<file path="config.mk">
export PLATFORM = sky130hd
export DESIGN_NAME = audio_clk_gen
export DESIGN_NICKNAME = d
export VERILOG_FILES = /design/src/rtl/audio_clk_gen.sv
export SDC_FILE = /design/constraint.sdc
export NUM_CORES = 1
export LEC_CHECK = 0
export BUFFER_PORTS_ARGS = -buffer_cell sky130_fd_sc_hd__buf_4
export CELL_PAD_IN_SITES_DETAIL_PLACEMENT = 1
export CELL_PAD_IN_SITES_GLOBAL_PLACEMENT = 2
export CORE_MARGIN = 1.5
export CORE_UTILIZATION = 35
export CTS_CLUSTER_DIAMETER = 80
export DETAILED_ROUTE_END_ITERATION = 8
export PLACE_DENSITY_LB_ADDON = 0.1
export SLEW_MARGIN = 20
export SYNTH_ARGS = -nofsm -noshare
export SYNTH_HDL_FRONTEND = slang
export SYNTH_SLANG_ARGS = --single-unit
export TNS_END_PERCENT = 5
</file>
<file path="constraint.sdc">
create_clock -name Clk -period 3.9 [get_ports Clk]
set_input_delay 0.78 -clock Clk [delete_from_list [all_inputs] [get_ports Clk]]
set_output_delay 0.78 -clock Clk [all_outputs]
set_load 0.1 [all_outputs]
</file>
<file path="src/rtl/audio_clk_gen.sv">
// audio_clk_gen
// Derives the WM8731 codec clock family (MCLK, BCLK, LRCLK) from the system
// clock, together with one-cycle strobes that the serialiser and deserialiser
// use to launch and capture data. All outputs are registered and zero while idle.
//
// Ports:
//   Clk         system clock (50 MHz)
//   Rst_n       asynchronous active-low reset
//   Enable      run request, sampled on every rising Clk edge
//   Mclk        codec master clock, MCLK_DIV system cycles per period
//   Bclk        bit clock, BCLK_DIV system cycles per period
//   Lrclk       frame clock, 0 = left channel, 1 = right channel
//   BclkRise    strobe in the first cycle with Bclk high
//   BclkFall    strobe in the first cycle of each bit period (Bclk low)
//   FrameStart  strobe in the first cycle of each left+right frame
//   BitIdx      bit index within the current channel word
//   Running     registered copy of Enable
module audio_clk_gen #(
  parameter int unsigned MCLK_DIV  = 4,
  parameter int unsigned BCLK_DIV  = 8,
  parameter int unsigned WORD_BITS = 32
) (
  input  logic       Clk,
  input  logic       Rst_n,
  input  logic       Enable,
  output logic       Mclk,
  output logic       Bclk,
  output logic       Lrclk,
  output logic       BclkRise,
  output logic       BclkFall,
  output logic       FrameStart,
  output logic [4:0] BitIdx,
  output logic       Running
);

  if (MCLK_DIV < 2 || (MCLK_DIV % 2) != 0) begin : g_bad_mclk_div
    $error("audio_clk_gen: MCLK_DIV must be even and >= 2");
  end
  if (BCLK_DIV < 2 || (BCLK_DIV % 2) != 0) begin : g_bad_bclk_div
    $error("audio_clk_gen: BCLK_DIV must be even and >= 2");
  end
  if (WORD_BITS < 1 || WORD_BITS > 32) begin : g_bad_word_bits
    $error("audio_clk_gen: WORD_BITS must be in 1..32");
  end

  localparam int unsigned MW = $clog2(MCLK_DIV);
  localparam int unsigned BW = $clog2(BCLK_DIV);
  localparam int unsigned WW = $clog2(2 * WORD_BITS);

  localparam logic [MW-1:0] M_LAST = MW'(MCLK_DIV - 1);
  localparam logic [MW-1:0] M_HALF = MW'(MCLK_DIV / 2);
  localparam logic [BW-1:0] B_LAST = BW'(BCLK_DIV - 1);
  localparam logic [BW-1:0] B_HALF = BW'(BCLK_DIV / 2);
  localparam logic [WW-1:0] W_LAST = WW'(2 * WORD_BITS - 1);
  localparam logic [WW-1:0] W_HALF = WW'(WORD_BITS);

  typedef enum logic {
    IDLE,
    RUN
  } state_t;

  state_t state;

  logic [MW-1:0] mclk_cnt, mclk_nxt;
  logic [BW-1:0] bclk_cnt, bclk_nxt;
  logic [WW-1:0] bit_cnt,  bit_nxt;
  logic          lr_nxt;
  logic [WW-1:0] idx_nxt;

  // Next counter values describe the cycle being entered. Leaving IDLE they
  // are all zero, which makes the first enabled edge n=0.
  always_comb begin
    mclk_nxt = '0;
    bclk_nxt = '0;
    bit_nxt  = '0;
    if (state == RUN) begin
      mclk_nxt = (mclk_cnt == M_LAST) ? '0 : mclk_cnt + 1'b1;
      bclk_nxt = (bclk_cnt == B_LAST) ? '0 : bclk_cnt + 1'b1;
      if (bclk_cnt == B_LAST) begin
        bit_nxt = (bit_cnt == W_LAST) ? '0 : bit_cnt + 1'b1;
      end else begin
        bit_nxt = bit_cnt;
      end
    end
  end

  // bit_cnt spans both channels: the upper half is the right channel, so the
  // word index is bit_cnt with WORD_BITS removed in that half.
  always_comb begin
    lr_nxt  = (bit_nxt >= W_HALF);
    idx_nxt = lr_nxt ? (bit_nxt - W_HALF) : bit_nxt;
  end

  always_ff @(posedge Clk or negedge Rst_n) begin
    if (!Rst_n) begin
      state      <= IDLE;
      mclk_cnt   <= '0;
      bclk_cnt   <= '0;
      bit_cnt    <= '0;
      Mclk       <= 1'b0;
      Bclk       <= 1'b0;
      Lrclk      <= 1'b0;
      BclkRise   <= 1'b0;
      BclkFall   <= 1'b0;
      FrameStart <= 1'b0;
      BitIdx     <= '0;
      Running    <= 1'b0;
    end else if (!Enable) begin
      // Abort without completing the frame; the next run restarts at n=0.
      state      <= IDLE;
      mclk_cnt   <= '0;
      bclk_cnt   <= '0;
      bit_cnt    <= '0;
      Mclk       <= 1'b0;
      Bclk       <= 1'b0;
      Lrclk      <= 1'b0;
      BclkRise   <= 1'b0;
      BclkFall   <= 1'b0;
      FrameStart <= 1'b0;
      BitIdx     <= '0;
      Running    <= 1'b0;
    end else begin
      state      <= RUN;
      mclk_cnt   <= mclk_nxt;
      bclk_cnt   <= bclk_nxt;
      bit_cnt    <= bit_nxt;
      Mclk       <= (mclk_nxt < M_HALF);
      Bclk       <= (bclk_nxt >= B_HALF);
      Lrclk      <= lr_nxt;
      BclkRise   <= (bclk_nxt == B_HALF);
      BclkFall   <= (bclk_nxt == '0);
      FrameStart <= (bclk_nxt == '0) && (bit_nxt == '0);
      BitIdx     <= 5'(idx_nxt);
      Running    <= 1'b1;
    end
  end

endmodule

</file>
---- After elaboration in Yosys (flattened, before gate mapping) ----
Cells that the tools add are included.
word-level totals
  bits in registers ....................... 23
  input port bits ......................... 3
  output and inout port bits .............. 12
  word-level logic and storage cells ...... 44
cells by class
  add/subtract/negate cells ............... 4
  order comparisons ....................... 3
  equal/unequal tests ..................... 4
  mux-type cells .......................... 19
  reduce and logical (&&, ||, !) cells .... 3
operators with widths
  kind                                                      number
  2-to-1 mux 6 bit                                          4
  2-to-1 mux 5 bit                                          2
  2-to-1 mux 3 bit                                          3
  2-to-1 mux 1 bit                                          7
  adder 6 x 1 -> 6 bit, second input constant               1
  equality test 3 bit, second input constant                2
  equality test 6 bit, second input constant                1
  greater-or-equal comparator 6 bit, second input constant  1
  zero test 6 bit                                           1
  2-to-1 mux 2 bit                                          3
  subtractor 5 x 1 -> 5 bit, second input constant          1
  adder 3 x 1 -> 3 bit, second input constant               1
  greater-or-equal comparator 3 bit, second input constant  1
  zero test 3 bit                                           1
  adder 2 x 1 -> 2 bit, second input constant               1
  equality test 2 bit, second input constant                1
  less-than comparator 2 bit, second input constant         1
  logical AND 1 bit                                         1

---- Longest topological paths before layout ----
  word-level depth ........................ 7
  gate-level depth with buffers ........... 7
  depth with buffers taken out ............ 6

---- Worst setup path after synthesis ----
Ideal clock, no wire load.
  path type ............................... reg-to-reg
  start ................................... reg Bclk (netlist name)
  end ..................................... reg FrameStart
  setup time .............................. 0.163 ns
  arrival ................................. 2.029 ns
  required time ........................... 3.737 ns
  slack ................................... 1.707 ns
  cell stages (with the launch flop) ...... 7
  path buffers ............................ 1
  period minus slack after synthesis ...... 2.193 ns
  cell sequence ........................... dfrtp_1 > ha_1 > buf_4 > nand4_4 > nor3b_1 > o311ai_1 > o22ai_1
RTL lines
  item                  RTL line  text
  end signal, assigned  132       FrameStart <= (bclk_nxt == '0) && (bit_nxt == '0);
  end, declared         31        output logic FrameStart,

---- Final worst setup path ----
  start ................................... reg BitIdx[2]
  end ..................................... out BitIdx[2]
RTL lines
  item                    RTL line  text
  start, declared         32        output logic [4:0] BitIdx,
  start signal, assigned  133       BitIdx <= 5'(idx_nxt);
No word-level cell between the ends.

==> results.py <==
metrics = {
    "detailed_routing": {
        "wl_mm": 1.69,
        "drtIter0Drc": 3,
        "vias": 625,
        "detail-route-antenna-nets": 0,
        "vias_per_cell": 5.30,
        "wl_per_cell_um": 14.3,
        "drc_errors": 0,
        "drt_first_pass_iters": 2,
    },
    "worst_setup_path": {
        "r2r_start": "bclk_cnt[0]",
        "cp_max_fo": 8,
        "crit_buf_inv": 1,
        "crit_path_top_delay_cell": "dfrtp_1",
        "reg2reg_slack_ps": 1930,
        "r2r.worst_path.cells": 6,
        "critPathCaptureType": "primary output",
        "startpoint": "BitIdx[2]",
        "path_cells": "buf_4",
        "max_stage_delay_ps": 550,
        "r2r-end": "FrameStart",
        "crit_path_start_kind": "flip-flop",
        "criticalPathCategory": "reg2out",
        "cp.arrival_ps": 1200,
        "crit_required_ps": 3120,
        "crit_family": "flip-flops",
    },
    "clock_network": {
        "numCtsBuffers": 3,
        "clockBufferDepth": 2,
        "cts_resized": 0,
        "clock-root-buffer": "clkbuf_4",
        "cts_tree": "yes",
        "clock-sinks": 17,
        "worst_skew_pair.late_latency_ps": 290,
        "clk_pin_slew_ps": 100,
        "htreeDepth": 1,
        "cts_setup_buffers": 0,
        "hold_buffers": 0,
    },
    "timing": {
        "fin_crit_sh_pct": 50.7,
        "setup_tns_ps": 0,
        "tightest_slew_ps": 445,
        "maxSlewViolCount": 0,
        "setup_viol": 0,
        "period_needed_ps": 1980,
        "hold_viol": 0,
        "timing.fmax_mhz": 506,
        "rsz0062_at_grt": "false",
        "clock_skew_ps": 2.28,
        "whs_ps": 339,
        "max-slew-margin-rel_pct": 70.3,
    },
    "logic_synthesis": {
        "yosysWarnings": 0,
        "ys_types": 32,
        "synth_area_leader_cell": "dfrtp_1",
        "ys_seq_area_share_pct": 49.1,
        "postSynthCellCount": 81,
        "synth.net_count": 87,
        "syn_avg_cell_area_sq_um": 10.7,
        "ys_ff_latch": 17,
        "yosysTopAreaCellShare_pct": 49.1,
        "yosys-top-cells-area": "dfrtp_1 49%, buf_4 5.2%, ha_1 4.3%",
        "netlist_area_sq_um": 867,
    },
    "floorplan": {
        "design.core.area_sq_mm": 0.00228,
        "fp.dieW_um": 52.8,
        "dieArea_sq_mm": 0.00279,
        "top_level_ports": 15,
        "fp.dieH_um": 52.8,
        "initial_core_util_pct": 38.1,
        "rows": 17,
    },
    "cells_and_area": {
        "layout_common_cells": "17 x dfrtp_1, 14 x buf_4, 10 x nor2_1",
        "fin_nets": 97,
        "area_growth_pct": 11.0,
        "diodes": 0,
        "fin_util_pct": 42.3,
        "mostFrequentLayoutCell": "dfrtp_1",
        "stdcell_area_sq_um": 962,
        "drive_gt1_share_pct": 22.2,
    },
    "grt": {
        "overflow": 0,
        "grt_max_degree": 18,
        "track_usage_pct": 14.7,
        "grt_pass1_vias": 622,
        "grt_first_pass_wirelength_mm": 2.86,
        "antenna_found_initial": 0,
    },
    "pwr": {
        "pwr-share-comb_pct": 13.1,
        "power_frac_clock_pct": 29.6,
        "p_seq_share_pct": 57.3,
        "total_power_mw": 0.321,
        "vdd_drop_max_uv": 234,
        "p_leak_nw": 0.456,
        "p_sw_mw": 0.0910,
        "swShare_pct": 28.4,
        "p_per_area_mw_per_mm2": 333,
        "intPower_mw": 0.230,
    },
    "job": {
        "drv_cap": 0,
    },
    "worst_hold_path": {
        "hold_path_class": "in2async",
    },
    "placement": {
        "gp_congestion": 0.760,
        "dp_hpwl_mm": 1.21,
        "placed_area_sq_um": 936,
        "port_buffers": 14,
    },
    "run_status": {
        "outcome": "finished clean",
    },
}
sequential cells by signal, indices dropped and copies added, names as in the netlist:
| register | cells |
|---|---|
| BitIdx | 4 |
| bclk_cnt | 2 |
| bit_cnt | 2 |
| mclk_cnt | 2 |
| Bclk | 1 |
| BclkFall | 1 |
| BclkRise | 1 |
| FrameStart | 1 |
| Lrclk | 1 |
| Mclk | 1 |
| state | 1 |
power groups by stage:
stage	clock [mW]	combinational (mW)	sequential (mW)
finish	0.0950	0.0420	0.184
global route	0.108	0.0446	0.184
CTS	0.0991	0.0428	0.184
detailed placement	0	0.0427	0.187
global placement	0	0.0428	0.187
floorplan	0	0.00768	0.208
per-stage QoR:
stage	cells	worst slack (ps)
final	118	1920
after global routing	118	1840
after CTS	118	1900
after detailed placement	114	1920
after global placement	114	2030
after floorplan	81	1710
worst max-delay path by stage:
stage,depth (start not counted),to
after global placement,6,FrameStart
final,1,BitIdx[2]
after floorplan,6,FrameStart
after CTS,6,FrameStart
after global routing,6,FrameStart
after detailed placement,6,FrameStart
area by class of cell:
class	count	area, sq um
fillers	265	1310
flip-flops and latches	17	425
multi-input cells	53	363
repair buffers	14	105
well taps	28	35.0
clock buffers	4	26.3
inverters	2	7.51
Yosys cell counts:
library cell and number:
nand2_1 4, nor4b_1 1, or3b_1 1, and3b_1 1
xor2_1 2, o211ai_1 1, a31o_2 1, buf_4 6
o22a_1 1, nor2_1 10, and2_1 1, and3_1 2
and4_4 1, nor2b_1 1, clkbuf_1 1, o31ai_1 1
inv_1 2, nand4_4 1, a21oi_1 3, a31oi_1 1
a21o_1 1, nor3_1 3, nand2b_1 1, nor3b_1 2
xnor2_1 4, a221oi_1 1, o22ai_1 1, o311ai_1 1
dfrtp_1 17, nand3_1 3, buf_6 2, ha_1 3
logic make-up (layout without fill, tap and decap cells):
kind of cell | after synthesis | after routing | synth area share, %
AO/OA/AOI/OAI | 12 | 12 | 9.81
XOR/XNOR | 6 | 6 | 6.06
adder cells (fa/ha/maj) | 3 | 3 | 4.33
buffers and inverters | 11 | 20 | 9.09
flip-flops | 17 | 17 | 49.1
AND/OR/NAND/NOR | 32 | 32 | 21.6
routing by layer:
metal	part of all wire [%]	GRT usage, %	vias up
li1	-	-	294
met5	0	0	-
met4	1.8	7.69	0
met2	46	23.3	11
met1	48	18.2	316
met3	3.7	3.71	4
(Power assumes the default switching activity.)
